$ cat config.mk
export PLATFORM = sky130hd
export DESIGN_NAME = cfo_est_flat
export DESIGN_NICKNAME = d
export VERILOG_FILES = /design/src/rtl/cfo_est_if.sv /design/src/rtl/cfo_est.sv /design/src/flat_wrapper.sv
export SDC_FILE = /design/constraint.sdc
export NUM_CORES = 2
export LEC_CHECK = 0
export CORE_MARGIN = 4
export CORE_UTILIZATION = 52
export CTS_CLUSTER_DIAMETER = 150
export DETAILED_ROUTE_END_ITERATION = 12
export GPL_TIMING_DRIVEN = 0
export HOLD_SLACK_MARGIN = 0.12
export PLACE_DENSITY = 0.73
export SLEW_MARGIN = 30
export SYNTH_ARGS = -nofsm -noshare
export SYNTH_HDL_FRONTEND = slang
export SYNTH_SLANG_ARGS = --single-unit
$ cat constraint.sdc
create_clock -name clk -period 14.2 [get_ports clk]
set_clock_uncertainty 0.15 [all_clocks]
set_input_delay 2.13 -clock clk [delete_from_list [all_inputs] [get_ports clk]]
set_output_delay 2.13 -clock clk [all_outputs]
set_load 0.02 [all_outputs]
$ cat src/rtl/cfo_est_if.sv
// Sample stream into the CFO estimator and frequency-word result out of it.
interface cfo_est_if #(
  parameter int unsigned IW = 16,
  parameter int unsigned FW = 32
);
  logic                 val;
  logic signed [IW-1:0] i_i;
  logic signed [IW-1:0] q_i;
  logic signed [FW-1:0] freq_word_o;
  logic                 fw_val_o;
  logic                 busy_o;
  logic                 ovf_o;

  modport master (
    output val, i_i, q_i,
    input  freq_word_o, fw_val_o, busy_o, ovf_o
  );

  modport slave (
    input  val, i_i, q_i,
    output freq_word_o, fw_val_o, busy_o, ovf_o
  );
endinterface

$ cat src/rtl/cfo_est.sv
// Carrier-frequency-offset estimator: averages lag-1 conjugate products over 2^AVG_LOG2
// samples and takes their angle with a vectoring CORDIC. 2^FW is one full turn (FW <= 32).
module cfo_est #(
  parameter int unsigned IW       = 16,
  parameter int unsigned FW       = 32,
  parameter int unsigned AVG_LOG2 = 3,
  parameter int unsigned ITER     = 16
) (
  input logic      clk,
  input logic      rst,
  cfo_est_if.slave bus
);
  localparam int unsigned PW = 2 * IW + 1;
  localparam int unsigned AW = PW + AVG_LOG2;
  localparam int unsigned XW = AW + 2;
  localparam int unsigned CW = AVG_LOG2 + 1;
  localparam int unsigned KW = (ITER > 1) ? $clog2(ITER) : 1;

  localparam logic [CW-1:0] LastCnt     = CW'((1 << AVG_LOG2) - 1);
  localparam logic [KW-1:0] LastIt      = KW'(ITER - 1);
  localparam logic [FW-1:0] QuarterTurn = {2'b01, {(FW - 2){1'b0}}};
  localparam logic [FW-1:0] HalfTurn    = {1'b1, {(FW - 1){1'b0}}};

  typedef enum logic [1:0] {StIdle, StLoad, StIter, StDone} state_e;

  // atan(2^-k) in turns scaled by 2^32, rounded; rescaled to FW bits with rounding.
  function automatic logic [FW-1:0] atan_turns(input logic [4:0] k);
    logic [32:0] rom;
    logic [32:0] rnd;
    rom = '0;
    case (k)
      5'd0:  rom = 33'h020000000;
      5'd1:  rom = 33'h012E4051E;
      5'd2:  rom = 33'h009FB385B;
      5'd3:  rom = 33'h0051111D4;
      5'd4:  rom = 33'h0028B0D43;
      5'd5:  rom = 33'h00145D7E1;
      5'd6:  rom = 33'h000A2F61E;
      5'd7:  rom = 33'h000517C55;
      5'd8:  rom = 33'h00028BE53;
      5'd9:  rom = 33'h000145F2F;
      5'd10: rom = 33'h0000A2F98;
      5'd11: rom = 33'h0000517CC;
      5'd12: rom = 33'h000028BE6;
      5'd13: rom = 33'h0000145F3;
      5'd14: rom = 33'h000000A2FA;
      5'd15: rom = 33'h00000517D;
      5'd16: rom = 33'h0000028BE;
      5'd17: rom = 33'h00000145F;
      5'd18: rom = 33'h000000A30;
      5'd19: rom = 33'h000000518;
      5'd20: rom = 33'h00000028C;
      5'd21: rom = 33'h000000146;
      5'd22: rom = 33'h0000000A3;
      5'd23: rom = 33'h000000051;
      5'd24: rom = 33'h000000029;
      5'd25: rom = 33'h000000014;
      5'd26: rom = 33'h00000000A;
      5'd27: rom = 33'h000000005;
      5'd28: rom = 33'h000000003;
      5'd29: rom = 33'h000000001;
      5'd30: rom = 33'h000000001;
      default: rom = '0;
    endcase
    rnd = (33'd1 << (32 - FW)) >> 1;
    rom = (rom + rnd) >> (32 - FW);
    return rom[FW-1:0];
  endfunction

  // Sample stage and lag-1 conjugate product.
  logic signed [IW-1:0] ip_q, qp_q;
  logic                 prev_vld_q;
  logic signed [PW-1:0] i_x, q_x, ip_x, qp_x;
  logic signed [PW-1:0] prod_re, prod_im;

  assign i_x  = {{(PW - IW){bus.i_i[IW-1]}}, bus.i_i};
  assign q_x  = {{(PW - IW){bus.q_i[IW-1]}}, bus.q_i};
  assign ip_x = {{(PW - IW){ip_q[IW-1]}}, ip_q};
  assign qp_x = {{(PW - IW){qp_q[IW-1]}}, qp_q};

  assign prod_re = i_x * ip_x + q_x * qp_x;
  assign prod_im = q_x * ip_x - i_x * qp_x;

  // Window accumulator.
  logic signed [AW-1:0] acc_re_q, acc_im_q;
  logic signed [AW-1:0] sum_re, sum_im;
  logic [CW-1:0]        cnt_q;
  logic                 prod_v;
  logic                 win_done;

  assign prod_v   = bus.val & prev_vld_q;
  assign sum_re   = acc_re_q + {{(AW - PW){prod_re[PW-1]}}, prod_re};
  assign sum_im   = acc_im_q + {{(AW - PW){prod_im[PW-1]}}, prod_im};
  assign win_done = prod_v && (cnt_q == LastCnt);

  always_ff @(posedge clk or posedge rst) begin
    if (rst) begin
      ip_q       <= '0;
      qp_q       <= '0;
      prev_vld_q <= 1'b0;
      acc_re_q   <= '0;
      acc_im_q   <= '0;
      cnt_q      <= '0;
    end else if (bus.val) begin
      ip_q       <= bus.i_i;
      qp_q       <= bus.q_i;
      prev_vld_q <= 1'b1;
      if (prev_vld_q) begin
        if (win_done) begin
          acc_re_q <= '0;
          acc_im_q <= '0;
          cnt_q    <= '0;
        end else begin
          acc_re_q <= sum_re;
          acc_im_q <= sum_im;
          cnt_q    <= cnt_q + CW'(1);
        end
      end
    end
  end

  // CORDIC control and datapath.
  state_e               state_q, state_d;
  logic signed [XW-1:0] x_q, x_d, y_q, y_d;
  logic signed [XW-1:0] x_sh, y_sh;
  logic [FW-1:0]        z_q, z_d;
  logic [FW-1:0]        atan_k;
  logic [KW-1:0]        it_q, it_d;
  logic [FW-1:0]        freq_q, freq_d;
  logic                 fw_val_q, fw_val_d;
  logic                 ovf_q, ovf_d;

  always_comb begin
    state_d  = state_q;
    x_d      = x_q;
    y_d      = y_q;
    z_d      = z_q;
    it_d     = it_q;
    freq_d   = freq_q;
    fw_val_d = 1'b0;
    ovf_d    = win_done && (state_q != StIdle);
    x_sh     = x_q >>> it_q;
    y_sh     = y_q >>> it_q;
    atan_k   = atan_turns(5'(it_q));

    unique case (state_q)
      StIdle: begin
        if (win_done) begin
          x_d     = {{2{sum_re[AW-1]}}, sum_re};
          y_d     = {{2{sum_im[AW-1]}}, sum_im};
          z_d     = '0;
          state_d = StLoad;
        end
      end
      StLoad: begin
        it_d    = '0;
        state_d = StIter;
        if (x_q[XW-1]) begin
          // Negative real axis maps straight to a half turn so pi comes out exact.
          if (y_q == '0) begin
            x_d = -x_q;
            z_d = HalfTurn;
          end else if (!y_q[XW-1]) begin
            x_d = y_q;
            y_d = -x_q;
            z_d = QuarterTurn;
          end else begin
            x_d = -y_q;
            y_d = x_q;
            z_d = -QuarterTurn;
          end
        end
      end
      StIter: begin
        if (y_q[XW-1]) begin
          x_d = x_q - y_sh;
          y_d = y_q + x_sh;
          z_d = z_q - atan_k;
        end else if (y_q != '0) begin
          x_d = x_q + y_sh;
          y_d = y_q - x_sh;
          z_d = z_q + atan_k;
        end
        it_d = it_q + KW'(1);
        if (it_q == LastIt) begin
          state_d  = StDone;
          freq_d   = z_d;
          fw_val_d = 1'b1;
        end
      end
      StDone: state_d = StIdle;
      default: state_d = StIdle;
    endcase
  end

  always_ff @(posedge clk or posedge rst) begin
    if (rst) begin
      state_q  <= StIdle;
      x_q      <= '0;
      y_q      <= '0;
      z_q      <= '0;
      it_q     <= '0;
      freq_q   <= '0;
      fw_val_q <= 1'b0;
      ovf_q    <= 1'b0;
    end else begin
      state_q  <= state_d;
      x_q      <= x_d;
      y_q      <= y_d;
      z_q      <= z_d;
      it_q     <= it_d;
      freq_q   <= freq_d;
      fw_val_q <= fw_val_d;
      ovf_q    <= ovf_d;
    end
  end

  assign bus.freq_word_o = freq_q;
  assign bus.fw_val_o    = fw_val_q;
  assign bus.busy_o      = (state_q != StIdle);
  assign bus.ovf_o       = ovf_q;

endmodule

$ cat src/flat_wrapper.sv
// flat-port wrapper written by rule: the top's interface ports become plain ports
module cfo_est_flat 
#(
  parameter int unsigned IW       = 16,
  parameter int unsigned FW       = 32,
  parameter int unsigned AVG_LOG2 = 3,
  parameter int unsigned ITER     = 16
)
  (clk, rst, bus_val, bus_i_i, bus_q_i, bus_freq_word_o, bus_fw_val_o, bus_busy_o, bus_ovf_o);
  cfo_est_if #(.IW(IW), .FW(FW)) bus_i ();
  input logic clk;
  input logic rst;
  input wire logic [$bits(bus_i.val)-1:0] bus_val;
  input wire logic [$bits(bus_i.i_i)-1:0] bus_i_i;
  input wire logic [$bits(bus_i.q_i)-1:0] bus_q_i;
  output wire logic [$bits(bus_i.freq_word_o)-1:0] bus_freq_word_o;
  output wire logic [$bits(bus_i.fw_val_o)-1:0] bus_fw_val_o;
  output wire logic [$bits(bus_i.busy_o)-1:0] bus_busy_o;
  output wire logic [$bits(bus_i.ovf_o)-1:0] bus_ovf_o;
  assign bus_i.val = bus_val;
  assign bus_i.i_i = bus_i_i;
  assign bus_i.q_i = bus_q_i;
  assign bus_freq_word_o = bus_i.freq_word_o;
  assign bus_fw_val_o = bus_i.fw_val_o;
  assign bus_busy_o = bus_i.busy_o;
  assign bus_ovf_o = bus_i.ovf_o;
  cfo_est #(.IW(IW), .FW(FW), .AVG_LOG2(AVG_LOG2), .ITER(ITER)) u_core (.clk(clk), .rst(rst), .bus(bus_i));
endmodule
* After elaboration in Yosys (flattened, before gate mapping)
Memories as Yosys holds them, arrays and structs flattened.
Cells that the tools add are included.
W data, S select, Z words.
** Operators by class
- Add/subtract/negate cells :: 14
- Equal/unequal tests :: 10
- Muxes and demuxes :: 30
- Reduce and logical (&&, ||, !) cells :: 16
- Multipliers :: 4
- Shift-type cells :: 2
- Bitwise gates (word level) :: 1
** Operators by type and width (number)
- $mux W38 :: 12
- $pmux W38 S3 :: 2
- $mux W32 :: 6
- $mul A16 B16 Y32 :: 4
- $pmux W32 S3 :: 1
- $add A38 B38 Y38 :: 2
- $neg A38 Y38 :: 2
- $sshr A38 B4 Y38 :: 2
- $sub A38 B38 Y38 :: 2
- $add A36 B36 Y36 :: 2
- $mux W36 :: 2
- $logic_not A38 Y1 :: 1
- $reduce_bool A38 Y1 :: 1
- $add A33 B33 Y33 :: 1
- $sub A33 B33 Y33 :: 1
- $add A32 B32 Y32 :: 1
- $sub A32 B32 Y32 :: 1
- $add A4 B1 Y4 const B :: 2
- $pmux W2 S4 :: 1
- $pmux W4 S2 :: 1
- $reduce_and A4 Y1 :: 2
- $ne A2 B1 Y1 const B :: 3
- $reduce_and A2 Y1 :: 3
- $reduce_and A3 Y1 :: 2
- 15 further kinds :: 20
** Word-level totals
- Memory bits (read-only) :: 480
- Word-level logic and storage cells :: 94
- Memories kept :: 1
- Output and inout port bits :: 35
- Register bits :: 257
- Input port bits :: 35
** Memories
- (no name shown) :: words 16, bits a word 30, read ports 1, clocked after memory_dff 0, write ports 0, line cfo_est.sv:31 : case (k)

* Logic depth before layout (Yosys ltp)
- Depth in word-level cells :: 5
- Gate-level depth with buffers :: 47

* Least setup slack after synthesis
OpenSTA, ideal clock, no wires.
- Path kind :: input to register
- Start point :: input bus_q_i[10]
- End point :: register u_core.y_q[35]
- Stages on the path :: 40
- Setup time :: 0.137 ns
- Setup slack :: 2.901 ns
- Arrival time :: 11.012 ns
- Cell sequence :: clkbuf_1 > nand2_1 > fa_1 > fa_1 > fa_1 > fa_1 > inv_1 > fa_1 > inv_1 > fa_1 > inv_1 > ha_1 > nand2_1 > o31ai_1 > a311oi_1 > o21ai_0 > a21o_1 > a21oi_1 > [4 not listed] > o41ai_1 > o21a_1 > nor2_1 > a311oi_1 > o21ai_0 > nand3_1 > mux2i_1 > nor2_1 > ha_1 > a21o_1 > a21o_1 > a21o_1 > nand2b_1 > a211o_1 > a31oi_1 > xor2_1 > mux2i_1 > a31oi_1
** Between the ends
- Longest elaborated chain between the ends :: 5
** Ends and longest elaborated chain
- start, declared :: line flat_wrapper.sv:15 : input wire logic [$bits(bus_i.q_i)-1:0] bus_q_i;
- $mul A16 B16 Y32 :: line cfo_est.sv:82 : assign prod_im = q_x * ip_x - i_x * qp_x;
- $sub A33 B33 Y33 :: line cfo_est.sv:82
- $add A36 B36 Y36 :: line cfo_est.sv:93 : assign sum_im = acc_im_q + {{(AW - PW){prod_im[PW-1]}}, prod_im};
- $mux W38 :: line cfo_est.sv:148 : if (win_done) begin
- $pmux W38 S3 :: line cfo_est.sv:146 : unique case (state_q)
- end signal, assigned :: line cfo_est.sv:209 : y_q <= y_d;
- end, declared :: line cfo_est.sv:124 : logic signed [XW-1:0] x_q, x_d, y_q, y_d;
Every way passes these cells. The select of a mux whose other input is x is not followed.
A chain may end at the register's enable or synchronous reset.

* Worst setup path in the final report
- Start point :: input bus_q_i[6]
- End point :: register u_core.y_q[35]
Same word-level chain as after synthesis.

==> run metrics <==
vias in the first global route=66,400; worst slew pin tran=1.18 ns; Syn Inst Count=8,748; CTS sink count=257; Synth Area in Adders=40.1%; I/O pin total=70; share of cells above drive strength 1=4.34%; Startpoint Class=primary input; CORE AREA=140,000 um2; Slew HR=21.1%; drt drc=0; WL/cell=27.0 um; Post-Synth XOR/XNOR Area=6.04%; CTS tree=built; clk buf depth=3; Synth Net Count=10,500; first-pass GRT wire length=432,000 um; Die X=383 um; final setup fails=0; Layout Utilization=55.9%; Vias per Instance=6.16; warnings from Yosys=0; Placed Area=76,400 um2; max_cap viols=0; Req. time, crit path=14.52 ns; worst min-delay path class=flip-flop to flip-flop; RSZ-0062 raised after global routing=yes; Hold Fails Final Rpt=0; DP HPWL=241,000 um; DIE AREA=147,000 um2; Initial Utilization=52.4%; Buf/Inv on CP=6; initial antenna violation count=29; GRT Util Overall=39.6%; final critical-path share of the clock period=97.8%; post-synthesis cell type count=106; initial DRC count=7,979; critical path type=primary input to flip-flop; TritonCTS Buffers=40; fmax=72.0 MHz; Total Wirelength=292,000 um; largest net degree at the start of global routing=83; clk slew on worst S/H paths=0.06 ns; CTS HTree Levels=2; fillers=12,900; Slew Viols, Final=0; die extent in y=383 um; Synth Area in Compound Gates=15.3%; flops & latches, synth=257; grt ovf=0; Finished Cell Area=78,100 um2; delay-heaviest family, CP=compound AO/OA/AOI/OAI gates; post-route ant nets=0; Cell Area, Synth=73,100 um2; Clock Tree Root=clkbuf_16; Critical Path Slowest Stage Cell=clkbuf_1; area grow syn2layout=6.73%; CP max stage delay=0.81 ns; largest family of logic cells by synthesized area=adder cells; GP Congestion=1.05; fin nets=10,600; crit path max fanout=10; drt pass-1 iters=7; # rows=137; hold buffer count at cts=0; top_reg_cell synth=dfrtp_1; Port Buffers=68; Skew-Pair Late Insertion Delay=0.65 ns; minimum clock period=13.88 ns; Simple-Gate Fraction of Synth Area=16.3%; DR vias=66,400; sequential fraction of the synthesis area=8.79%; status=completed; setup TNS=0 ns; Arr. time, crit path=14.21 ns; CP most frequent cell=fa_1; mux cell area share after synthesis=3.59%; Post-synth ARST share=100%; Post-synth EDFFs=0; CP endpoint kind=flip-flop; synthesized area per cell=8.36 um2
## registers in the layout, summed over array words and instances, names as in the netlist, 2 cells and up
name / cells
u_core.qp_q: 16
u_core.bus.freq_word_o: 32
u_core.y_q: 38
u_core.state_q: 2
u_core.z_q: 32
u_core.acc_im_q: 36
u_core.ip_q: 16
u_core.cnt_q: 4
u_core.acc_re_q: 36
u_core.it_q: 4
u_core.x_q: 38
## worst paths after layout
check,start,endpoint,slack (ns),cells past startpoint
hold reg to reg,u_core.bus.freq_word_o[4]$_DFFE_PP0P_,u_core.bus.freq_word_o[4]$_DFFE_PP0P_,0.33,2
max in group asynchronous,rst,u_core.x_q[37]$_DFFE_PP0P_,10.93,4
min in group asynchronous,rst,u_core.acc_im_q[15]$_DFFE_PP0P_,1.75,2
setup reg to reg,u_core.qp_q[3]$_DFFE_PP0P_,u_core.y_q[34]$_DFFE_PP0P_,1.89,38
hold / removal,u_core.bus.freq_word_o[4]$_DFFE_PP0P_,u_core.bus.freq_word_o[4]$_DFFE_PP0P_,0.33,2
setup / recovery,bus_q_i[6],u_core.y_q[35]$_DFFE_PP0P_,0.32,43
## worst register-to-register path: cells and delay by family (launching register included)
kind            cells  cell delay, ns
compound gates     16            4.17
fa+ha+maj           9            3.82
simple gates        9            1.70
xor+xnor            2            1.08
buf+inv             2            0.67
flops               1            0.64
## layout by cell type, fill, tap and decap left out, types with 30 or more instances in the layout
master           instances
a22o_1                  60
ha_1                   653
inv_1                 1406
nor2_1                 422
clkbuf_2                63
fa_1                  1057
xor2_1                 156
mux2_2                  50
and2_1                 511
a211oi_1                52
mux4_2                  54
a31oi_1                 68
o21a_1                  55
a21oi_1                427
mux2i_1                 66
nand3_1                 78
o21ai_0                418
nand4_1                 38
a21o_1                 143
o31ai_1                 48
xnor2_1                332
nand2_1               1001
and3_1                  40
dfrtp_1                257
nor4_1                  30
nand2b_1                74
a221oi_1                48
clkbuf_1               345
clkdlybuf4s50_1         68
clkbuf_16               40
buf_1                   39
nor2b_1                 59
nor3_1                  98
o21bai_1                77
## Yosys cell counts (all sizes together), types with 51 or more instances
library cell,number,area share (%)
xnor2,339,4.1
nor3,100,0.70
nand2b,74,0.63
o21bai,77,0.79
nor2,429,2.2
o21ai,430,2.9
nand2,1001,5.1
a21o,143,1.5
ha,653,11
clkbuf,405,2.1
mux2i,67,0.92
o21a,55,0.56
o31ai,51,0.53
buf,76,0.55
fa,1057,29
inv,1409,7.2
nor2b,59,0.50
mux4,59,1.8
xor2,163,2.0
and2,514,4.4
mux2,54,0.83
a31oi,70,0.60
a211oi,52,0.53
a22o,60,0.72
nand3,80,0.56
a21oi,429,2.9
dfrtp,257,8.8
## metrics by stage
stage          hold slack [ns]  worst slack (ns)  std cells
6_report                 0.328             0.316      10800
3_5_place_dp             0.323             -1.45      10700
4_1_cts                  0.337             0.134      10800
5_1_grt                  0.351            -0.166      10800
2_1_floorplan            0.295              2.90       8748
3_3_place_gp             0.314             -1.81      10700
## cells by family after synthesis
group	Yosys count
buffers and inverters	1893
adder cells (fa/ha/maj)	1710
AND/OR/NAND/NOR	2481
AO/OA/AOI/OAI	1724
flip-flops	257
multiplexers	180
XOR/XNOR	503
## timing repair
action	in CTS	in global routing
gates resized for setup	24	12
buffers inserted	0	2
setup endpoints to repair	7	9
## layer usage
metal | GRT usage [%] | wire [um]
met1 | 54.6 | 119000
met2 | 54.1 | 114000
met3 | 17.3 | 43700
met4 | 16.0 | 14600
met5 | 0.397 | 251
## cell type report
| type | instances | area (um2) | share of cell area (%) |
|---|---|---|---|
| multi-input cells | 6598 | 59700 | 76.4 |
| flip-flops and latches | 257 | 6430 | 8.24 |
| inverters | 1411 | 5300 | 6.79 |
| well taps | 1876 | 2350 | 3.01 |
| plain buffers | 482 | 2030 | 2.60 |
| clock buffers | 55 | 1160 | 1.48 |
| repair buffers | 79 | 851 | 1.09 |
| clock inverters | 18 | 248 | 0.317 |
| diodes | 14 | 35.0 | 0.0449 |
Power is not shown: default switching activity piles up to over one toggle a cycle in this logic, so the estimate is an artifact.
